## src/rtl/jtag_user_data_register_if.sv

```systemverilog
// DR-path bundle between the TAP/instruction decoder (master) and the
// user data register bank (slave).
interface jtag_user_data_register_if #(
  parameter int WIDTH    = 32,
  parameter int NUM_REGS = 4
);
  localparam int SEL_W = (NUM_REGS > 1) ? $clog2(NUM_REGS) : 1;

  logic                        tdi;
  logic [SEL_W-1:0]            select;
  logic                        captureDR;
  logic                        shiftDR;
  logic                        updateDR;
  logic [NUM_REGS*WIDTH-1:0]   capture_data;
  logic                        tdo;
  logic [NUM_REGS*WIDTH-1:0]   update_data;
  logic [NUM_REGS-1:0]         update_valid;
  logic                        length_err;

  modport master (
    output tdi, select, captureDR, shiftDR, updateDR, capture_data,
    input  tdo, update_data, update_valid, length_err
  );

  modport slave (
    input  tdi, select, captureDR, shiftDR, updateDR, capture_data,
    output tdo, update_data, update_valid, length_err
  );
endinterface

```

## src/rtl/jtag_user_data_register.sv

```systemverilog
// Multi-channel JTAG test data register bank: capture / LSB-first shift /
// shadowed update, with read-only channels and scan-length checking.
module jtag_user_data_register #(
  parameter int                          WIDTH            = 32,
  parameter int                          NUM_REGS         = 4,
  parameter logic [NUM_REGS-1:0]         RO_MASK          = 'b0001,
  parameter logic [NUM_REGS-1:0]         CAPTURE_EXT_MASK = 'b0011,
  parameter logic [NUM_REGS*WIDTH-1:0]   UPDATE_RESET     = '0
) (
  input  logic                       tck,
  input  logic                       trst,
  jtag_user_data_register_if.slave   bus
);
  localparam int SEL_W = (NUM_REGS > 1) ? $clog2(NUM_REGS) : 1;
  localparam int CNT_W = $clog2(WIDTH + 2);
  localparam logic [CNT_W-1:0] CNT_FULL = CNT_W'(WIDTH);
  localparam logic [CNT_W-1:0] CNT_SAT  = CNT_W'(WIDTH + 1);

  logic [WIDTH-1:0]                 shift_reg;
  logic [SEL_W-1:0]                 sel_q;
  logic [CNT_W-1:0]                 bit_cnt;
  logic [NUM_REGS-1:0][WIDTH-1:0]   upd_q;
  logic [NUM_REGS-1:0][WIDTH-1:0]   cap_in;
  logic [NUM_REGS-1:0]              upd_vld_q;
  logic                             len_err_q;
  logic [WIDTH-1:0]                 cap_val;
  logic [NUM_REGS-1:0]              wr_en;
  logic                             upd_act;
  logic                             len_ok;

  assign cap_in  = bus.capture_data;
  assign upd_act = bus.updateDR && !bus.captureDR && !bus.shiftDR;
  assign len_ok  = (bit_cnt == CNT_FULL);

  // Capture source: external slice or own latch; out-of-range select gives zeros
  always_comb begin
    cap_val = '0;
    for (int i = 0; i < NUM_REGS; i++)
      if (bus.select == SEL_W'(i))
        cap_val = CAPTURE_EXT_MASK[i] ? cap_in[i] : upd_q[i];
  end

  // Per-channel write enable: correct length, matching sel_q, writable channel
  always_comb begin
    wr_en = '0;
    for (int i = 0; i < NUM_REGS; i++)
      wr_en[i] = upd_act && len_ok && (sel_q == SEL_W'(i)) && !RO_MASK[i];
  end

  // Scan state and registered update/error strobes; capture > shift > update
  always_ff @(posedge tck or negedge trst) begin
    if (!trst) begin
      shift_reg <= '0;
      sel_q     <= '0;
      bit_cnt   <= '0;
      upd_vld_q <= '0;
      len_err_q <= 1'b0;
    end else begin
      upd_vld_q <= '0;
      len_err_q <= 1'b0;
      if (bus.captureDR) begin
        sel_q     <= bus.select;
        bit_cnt   <= '0;
        shift_reg <= cap_val;
      end else if (bus.shiftDR) begin
        shift_reg <= {bus.tdi, shift_reg[WIDTH-1:1]};
        if (bit_cnt != CNT_SAT) bit_cnt <= bit_cnt + CNT_W'(1);
      end else if (bus.updateDR) begin
        upd_vld_q <= wr_en;
        len_err_q <= !len_ok;
      end
    end
  end

  // Shadow update latches, one per channel
  for (genvar g = 0; g < NUM_REGS; g++) begin : g_latch
    always_ff @(posedge tck or negedge trst) begin
      if (!trst)         upd_q[g] <= UPDATE_RESET[g*WIDTH +: WIDTH];
      else if (wr_en[g]) upd_q[g] <= shift_reg;
    end
  end

  assign bus.tdo          = shift_reg[0];
  assign bus.update_data  = upd_q;
  assign bus.update_valid = upd_vld_q;
  assign bus.length_err   = len_err_q;
endmodule

```

## src/flat_wrapper.sv

```systemverilog
// flat-port wrapper written by rule: the top's interface ports become plain ports
module jtag_user_data_register_flat 
#(
  parameter int                          WIDTH            = 32,
  parameter int                          NUM_REGS         = 4,
  parameter logic [NUM_REGS-1:0]         RO_MASK          = 'b0001,
  parameter logic [NUM_REGS-1:0]         CAPTURE_EXT_MASK = 'b0011,
  parameter logic [NUM_REGS*WIDTH-1:0]   UPDATE_RESET     = '0
)
  (tck, trst, bus_tdi, bus_select, bus_captureDR, bus_shiftDR, bus_updateDR, bus_capture_data, bus_tdo, bus_update_data, bus_update_valid, bus_length_err);
  jtag_user_data_register_if #(.WIDTH(WIDTH), .NUM_REGS(NUM_REGS)) bus_i ();
  input  logic tck;
  input  logic trst;
  input wire logic [$bits(bus_i.tdi)-1:0] bus_tdi;
  input wire logic [$bits(bus_i.select)-1:0] bus_select;
  input wire logic [$bits(bus_i.captureDR)-1:0] bus_captureDR;
  input wire logic [$bits(bus_i.shiftDR)-1:0] bus_shiftDR;
  input wire logic [$bits(bus_i.updateDR)-1:0] bus_updateDR;
  input wire logic [$bits(bus_i.capture_data)-1:0] bus_capture_data;
  output wire logic [$bits(bus_i.tdo)-1:0] bus_tdo;
  output wire logic [$bits(bus_i.update_data)-1:0] bus_update_data;
  output wire logic [$bits(bus_i.update_valid)-1:0] bus_update_valid;
  output wire logic [$bits(bus_i.length_err)-1:0] bus_length_err;
  assign bus_i.tdi = bus_tdi;
  assign bus_i.select = bus_select;
  assign bus_i.captureDR = bus_captureDR;
  assign bus_i.shiftDR = bus_shiftDR;
  assign bus_i.updateDR = bus_updateDR;
  assign bus_i.capture_data = bus_capture_data;
  assign bus_tdo = bus_i.tdo;
  assign bus_update_data = bus_i.update_data;
  assign bus_update_valid = bus_i.update_valid;
  assign bus_length_err = bus_i.length_err;
  jtag_user_data_register #(.WIDTH(WIDTH), .NUM_REGS(NUM_REGS), .RO_MASK(RO_MASK), .CAPTURE_EXT_MASK(CAPTURE_EXT_MASK), .UPDATE_RESET(UPDATE_RESET)) u_core (.tck(tck), .trst(trst), .bus(bus_i));
endmodule
```

## config.mk

```make
export PLATFORM = sky130hd
export DESIGN_NAME = jtag_user_data_register_flat
export DESIGN_NICKNAME = d
export VERILOG_FILES = /design/src/rtl/jtag_user_data_register_if.sv /design/src/rtl/jtag_user_data_register.sv /design/src/flat_wrapper.sv
export SDC_FILE = /design/constraint.sdc
export NUM_CORES = 1
export LEC_CHECK = 0
export BUFFER_PORTS_ARGS = -buffer_cell sky130_fd_sc_hd__buf_2
export CORE_ASPECT_RATIO = 0.7
export CORE_UTILIZATION = 44
export DETAILED_ROUTE_END_ITERATION = 12
export GPL_TIMING_DRIVEN = 0
export PLACE_DENSITY_LB_ADDON = 0.08
export SLEW_MARGIN = 25
export SYNTH_ARGS = -nofsm -noshare
export SYNTH_HDL_FRONTEND = slang
export SYNTH_SLANG_ARGS = --single-unit
export TNS_END_PERCENT = 30
```

## constraint.sdc

```tcl
create_clock -name tck -period 1.7 [get_ports tck]
set_clock_uncertainty 0.05 [all_clocks]
set_input_delay 0.085 -clock tck [delete_from_list [all_inputs] [get_ports tck]]
set_output_delay 0.085 -clock tck [all_outputs]
set_load 0.01 [all_outputs]
```

==> key figures, run 1 <==
Logic synthesis
  • Sequential share of the synthesized area: roughly 52%
  • Distinct cells, synth: 29
  • Cells after Synth: 467
  • Seq cells post-synth: 140
  • Synthesized area: between 6000 and 7000 sq um
  • Async SR Flop Fraction: between 90% and 100%
  • Synth warn: 0
  • Number of flops mapped to enable cells by yosys: 0
  • Top FF cell, synth: dfrtp_1
  • Synthesized area per cell: 14.4 sq um

Timing
  • Slew HR: between 40 and 50%
  • Final setup viols: 96
  • Final hold vios: 0
  • RSZ-0062 raised after global routing: true
  • Fin crit period: between 1.5 and 2 ns
  • Final worst-path cycle share: 112%
  • Least-Margin Pin Slew: between 0.7 and 0.8 ns
  • Slew Viols, Final: 0
  • Setup ws final: -0.196 ns
  • Fmax: ~530 MHz

Critical path
  • CP startpoint kind: register
  • Worst Setup End Kind: register
  • Crit Path Class: register to register
  • Max incr delay on CP: just under 0.4 ns
  • Cell mode on critical path: buf_12
  • Crit path required time: around 1.9 ns
  • Critical path cell sequence: inv_2 -> ha_4 -> and4bb_4 -> buf_6 -> nand4_4 -> buf_12 -> buf_12 -> mux2_4
  • Worst r2r src: u_core.bit_cnt[0]
  • CP Launch Point: u_core.bit_cnt[0]
  • Buf/Inv on CP: 4
  • Max FO, Critical Path: 7
  • Critical Path AT: 2.14 ns
  • Critical path's slowest cell: dfrtp_1
  • Top delay family on crit path: buffers and inverters
  • Reg2Reg Setup Slack: -0.20 ns

Route
  • Final ANT Viol Nets: 0
  • Initial DRC count: approximately 260
  • Via/cell ratio: 5.15
  • Post-route DRC: 0
  • Pre-Repair DR Iteration Count: 4
  • Avg WL per Cell: 18.9 um
  • Vias: 4745
  • DRT Wirelength: ~17 mm

Clocking
  • Clock transition at the registers of the reported paths: about 0.060 ns
  • # H-tree levels: 4
  • Clk sink count: 140
  • Cts bufs inserted: 17
  • Root Buffer: clkbuf_16
  • CTS tree: yes
  • CTS max path bufs: 2
  • Worst-Skew Late Latency: 0.42 ns

Pwr
  • PD cells: around 920 nW/um^2
  • Leakage: roughly 0.005 uW
  • Peak supply drop: slightly below 800 uV
  • Total power: 8370 uW

Cells and area
  • Largest register FFs: 96
  • Commonest non-fill, non-tap cell in the layout: buf_2
  • Total Nets Final: approximately 850
  • Layout cell share with drive strength beyond 1: 56.5%
  • Area grow syn2layout: 35.1%
  • Most frequent cells in the layout: buf_2, dfrtp_1, mux2_2, buf_4, nand2_1
  • Final core utilization: between 60% and 70%
  • Diode count: 0

Floorplan
  • Die Y: ~110 um
  • Core area: between 10000 and 15000 sq um
  • Die X: ~150 um
  • IO Count: 270
  • Die Footprint: about 16000 sq um
  • Num rows: 37
  • Starting Density: a little under half

Hold path
  • HP Class: input port to register
  • HP Start: bus_capture_data[13]

GRT
  • GRT overflow: 0
  • Largest net degree at the start of global routing: 77
  • Vias in the first global route: roughly 5k
  • First-pass GRT wire length: around 27 mm
  • GRT Total Usage: 22.9%
  • Initial antenna violation count: 0

Outcome
  • Status: finished with violations
  • Violated checks: negative setup slack

Place
  • Final RePlAce weighted congestion: just under 0.8
  • Detailed placer's ending HPWL: 11.8 mm
  • IO buf count: 170

Run
  • Max-cap viol count: 0
==> per-stage QoR <==
| step | hold WS (ns) | setup TNS [ns] | instances | worst slack, ns | instance area, sq um |
|---|---|---|---|---|---|
| detailed placement | 0.0179 | -36.97 | 865 | -0.408 | 7990 |
| floorplan | -0.261 | -8.39 | 499 | -0.124 | 6860 |
| CTS | 0.0458 | -9.83 | 914 | -0.159 | 8930 |
| finish | 0.0527 | -12.38 | 921 | -0.196 | 9100 |
| global placement | 0.330 | -236.46 | 864 | -1.46 | 7950 |
| global route | 0.0630 | -17.05 | 921 | -0.249 | 9100 |
==> what timing repair did <==
action                                  in CTS  in global routing
hold buffers                                 3                  0
endpoints found under the hold margin       66                  0
gates resized for setup                     17                 12
buffers inserted                            11                  4
cloned                                       3                  3
pin swaps                                    3                  1
endpoints found under the setup margin      99                 97
==> power breakdown <==
group | total [uW] | switching, uW | internal, uW
registers | 3550 | 130 | 3420
clock network | 4170 | 1460 | 2700
logic | 651 | 332 | 318
total | 8370 | 1920 | 6440
==> worst register-to-register path, delay by kind of cell (launching register included) <==
family	cells	cell delay [ns]
muxes	1	0.30
adders and majority gates	1	0.13
buffers and inverters	4	0.54
DFF	1	0.39
and+or+nand+nor	2	0.38
==> cell usage after synthesis, drive strengths merged (2+ instances only) <==
cell type  instances  area, sq um
ha                 3         37.5
nor2               5         18.8
nand4              3         33.8
buf               50          384
mux2i             33          330
xor2               2         17.5
o21ai             33          165
dfrtp            140         3500
mux2              99         1170
a21oi              2         10.0
nand4b             2         47.6
inv                4         15.0
nand2b             2         12.5
mux4              32          721
nand2             37          139
clkbuf            12         45.0
==> final cells by class <==
type                       instances  area, sq um
buffer                            62          498
sequential                       140         3500
timing repair buffer             195         1250
inverter                           4         15.0
tap                              195          244
multi-input combinational        293         2920
clock inverter                    12          208
fill                            1178         5720
clock buffer                      20          457
==> logic make-up after synthesis <==
group / after synthesis / share of synthesized area (%)
xor+xnor: 2 / 0.260
other cells: 1 / 0.0557
compound gates: 38 / 2.99
fa+ha+maj: 3 / 0.557
flops: 140 / 52.0
mux: 164 / 33.0
simple gates: 53 / 4.48
buf+inv: 66 / 6.59
==> per-layer routing <==
| layer | global-route usage [%] | vias up | share of wire (%) |
|---|---|---|---|
| li1 | - | 2126 | - |
| met1 | 32.7 | 2441 | 47 |
| met2 | 34.5 | 158 | 46 |
| met3 | 5.15 | 20 | 5.5 |
| met4 | 7.86 | 0 | 1.7 |
| met5 | 0 | - | 0 |
==> path summary, 6_finish.rpt <==
path	to	cells past startpoint
setup / recovery	u_core.bus.update_data[101]	8
hold / removal	u_core.shift_reg[13]	4
setup reg to reg	u_core.bus.update_data[101]	8
hold reg to reg	u_core.bus.update_data[52]	1
max in group asynchronous	u_core.shift_reg[18]	3
min in group asynchronous	u_core.shift_reg[28]	2
Note: power is estimated with default switching activity, not from simulation.
==> run 2, diff against run 1 <==
--- a/config.mk
+++ b/config.mk
@@ -6,7 +6,7 @@
 export NUM_CORES = 1
 export LEC_CHECK = 0
 export BUFFER_PORTS_ARGS = -buffer_cell sky130_fd_sc_hd__buf_2
-export CORE_ASPECT_RATIO = 0.7
+export CORE_ASPECT_RATIO = 2
 export CORE_UTILIZATION = 44
 export DETAILED_ROUTE_END_ITERATION = 12
 export GPL_TIMING_DRIVEN = 0
==> run 2 against run 1 <==
Compared with the run above: the run still ends with negative setup slack left; non-clock buffer count is the same; sequential power is essentially flat; register-to-register slack improved by 0.08 ns; flip-flop and latch count unchanged; count of clock-buffer cells in the layout fell by 1; die area up 0.14%; hold slack got worse by 0.0081 ns; design area shrank 2.0%; power is 4.5% lower; critical path depth decreased by 1; combinational power about the same; critical path type unchanged; critical endpoint is now u_core.bus.update_data[55].
==> key figures, run 2 (synthesis results as in run 1) <==
Cells and area
  • Non-filler cells, final: 921 (unchanged)
  • Total Nets Final: 852 (unchanged)
  • Largest register FFs: 96 (unchanged)
  • Commonest non-fill, non-tap cell in the layout: buf_2
  • Diode count: 0 (unchanged)
  • Layout cell share with drive strength beyond 1: 56.5% (unchanged)
  • Area grow syn2layout: 32.4%
  • Most frequent cells in the layout: buf_2, dfrtp_1, mux2_2, buf_4, nand2_1
  • # fillers: 1246 (+5.8%)

Route
  • Initial DRC count: 134 (-47%)
  • Final ANT Viol Nets: 0 (unchanged)
  • Avg WL per Cell: 18.5 um (-2.3%)
  • Via/cell ratio: 5.07 (-1.6%)
  • DRT Wirelength: 17.0 mm (-2.3%)
  • Pre-Repair DR Iteration Count: 4 (unchanged)
  • Vias: 4668 (-1.6%)
  • Post-route DRC: 0 (unchanged)

Timing
  • Fmax: 551 MHz (+4.4%)
  • RSZ-0062 raised after global routing: true
  • WHS: 0.0446 ns (-0.00812 ns)
  • Final setup viols: 95 (-1.0%)
  • Slew HR: 47.5% (-0.58 points)
  • Final worst-path cycle share: 107% (-4.7 points)
  • Fin crit period: 1.82 ns (-0.0799 ns)
  • Setup ws final: -0.116 ns (+0.0799 ns)
  • Slew Viols, Final: 0 (unchanged)
  • Final hold vios: 0 (unchanged)
  • Least-Margin Pin Slew: 0.788 ns (+0.00876 ns)

GRT
  • GRT Total Usage: 22.7% (-0.18 points)
  • Largest net degree at the start of global routing: 73 (-5.2%)
  • GRT overflow: 0 (unchanged)
  • First-pass GRT wire length: 26.3 mm (-2.7%)
  • Vias in the first global route: 4875 (-1.0%)
  • Initial antenna violation count: 0 (unchanged)

Clocking
  • # H-tree levels: 4 (unchanged)
  • Root Buffer: clkbuf_16
  • CTS tree: yes
  • Cts bufs inserted: 17 (unchanged)
  • CTS max path bufs: 2 (unchanged)
  • Clk sink count: 140 (unchanged)
  • Clock transition at the registers of the reported paths: 0.06 ns (about the same)
  • Worst-Skew Late Latency: 0.42 ns (about the same)

Hold path
  • Hold Path Cell Cnt: 4 (unchanged)
  • Hold EP: u_core.shift_reg[9]
  • HP Class: input port to register
  • HP Start: bus_capture_data[9]

Floorplan
  • IO Count: 270 (unchanged)
  • Die Y: 177 um (+68%)
  • Starting Density: 45.2% (-0.26 points)
  • Die X: 89.5 um (-40%)
  • Die Footprint: 15800 sq um (+0.14%)
  • Num rows: 63 (+70%)
  • Core area: 14900 sq um (+0.57%)

Place
  • Detailed placer's ending HPWL: 12.1 mm (+2.7%)
  • Inst Count DP: 865 (unchanged)
  • IO buf count: 170 (unchanged)
  • Final RePlAce weighted congestion: 0.749 (-2.7%)

Critical path
  • Crit path required time: 1.94 ns (about the same)
  • Max FO, Critical Path: 10 (+3)
  • FF-to-FF End: u_core.bus.update_data[55]
  • CP Launch Point: u_core.bit_cnt[1]
  • Worst Setup End Kind: register
  • CP startpoint kind: register
  • Critical Path AT: 2.06 ns (-0.08 ns)
  • Crit Path Class: register to register
  • Worst r2r src: u_core.bit_cnt[1]
  • Worst R2R Path Depth: 7 (-1)
  • Reg2Reg Setup Slack: -0.12 ns (+0.08 ns)

Pwr
  • Leakage: 0.00488 uW (-1.9%)
  • Peak supply drop: 705 uV (-9.1%)
  • PD cells: 896 nW/um^2 (-2.6%)
  • Total power: 7990 uW (-4.5%)

Outcome
  • Violated checks: negative setup slack
  • Status: finished with violations

Run
  • Max-cap viol count: 0 (unchanged)
==> run 2: critical path, stage by stage, from the launching register on <==
cell and delay, ns:
dfrtp_1 0.40, inv_2 0.08, ha_4 0.12, and4bb_4 0.31, nand4b_4 0.15, buf_12 0.17, buf_12 0.14, mux2_2 0.27
==> run 2: layout make-up <==
type                            instances  area, sq um  share of cell area [%]
Tap cell                              195          244                    2.74
Multi-Input combinational cell        293         2920                    32.8
Sequential cell                       140         3510                    39.3
Timing Repair Buffer                  195         1140                    12.8
Clock inverter                         13          166                    1.87
Clock buffer                           19          433                    4.85
Buffer                                 62          485                    5.44
Inverter                                4         15.0                   0.168
==> run 2: worst max-delay path by stage <==
stage	cells after the start	end
2_1_floorplan	4	u_core.bus.update_data[37]
4_1_cts	7	u_core.bus.update_data[50]
3_5_place_dp	4	u_core.bus.update_data[37]
3_3_place_gp	1	u_core.bus.update_data[39]
5_1_grt	7	u_core.bus.update_data[37]
6_report	7	u_core.bus.update_data[55]
==> run 2: through the flow <==
step	worst slack (ns)	setup TNS, ns	utilization, %	area [sq um]
finish	-0.116	-7.77	59.9	8920
global placement	-1.39	-232.80	53.4	7950
detailed placement	-0.425	-40.80	53.6	7990
CTS	-0.117	-6.98	59.6	8880
floorplan	-0.124	-8.39	-	6860
global route	-0.176	-13.40	59.9	8920
==> run 2: power breakdown <==
part	internal (uW)	leakage (uW)	switching, uW
Clock	2320	0.000284	1470
Sequential	3420	0.00192	130
Combinational	322	0.00268	326
Total	6060	0.00488	1930
==> run 2: what timing repair did <==
| action | in CTS | in global routing |
|---|---|---|
| setup endpoints to repair | 99 | 97 |
| setup buffers | 14 | 5 |
| hold endpoints to repair | 70 | 0 |
| pin swaps | 5 | 1 |
| gates cloned | 2 | 0 |
| gates resized for setup | 22 | 5 |
| hold buffers | 3 | 0 |
==> run 2: layer usage <==
layer	share of wire, %	global-route usage, %
met4	1.8	8.86
met2	54	40.5
met5	0	0
met1	39	26.4
met3	4.9	4.10
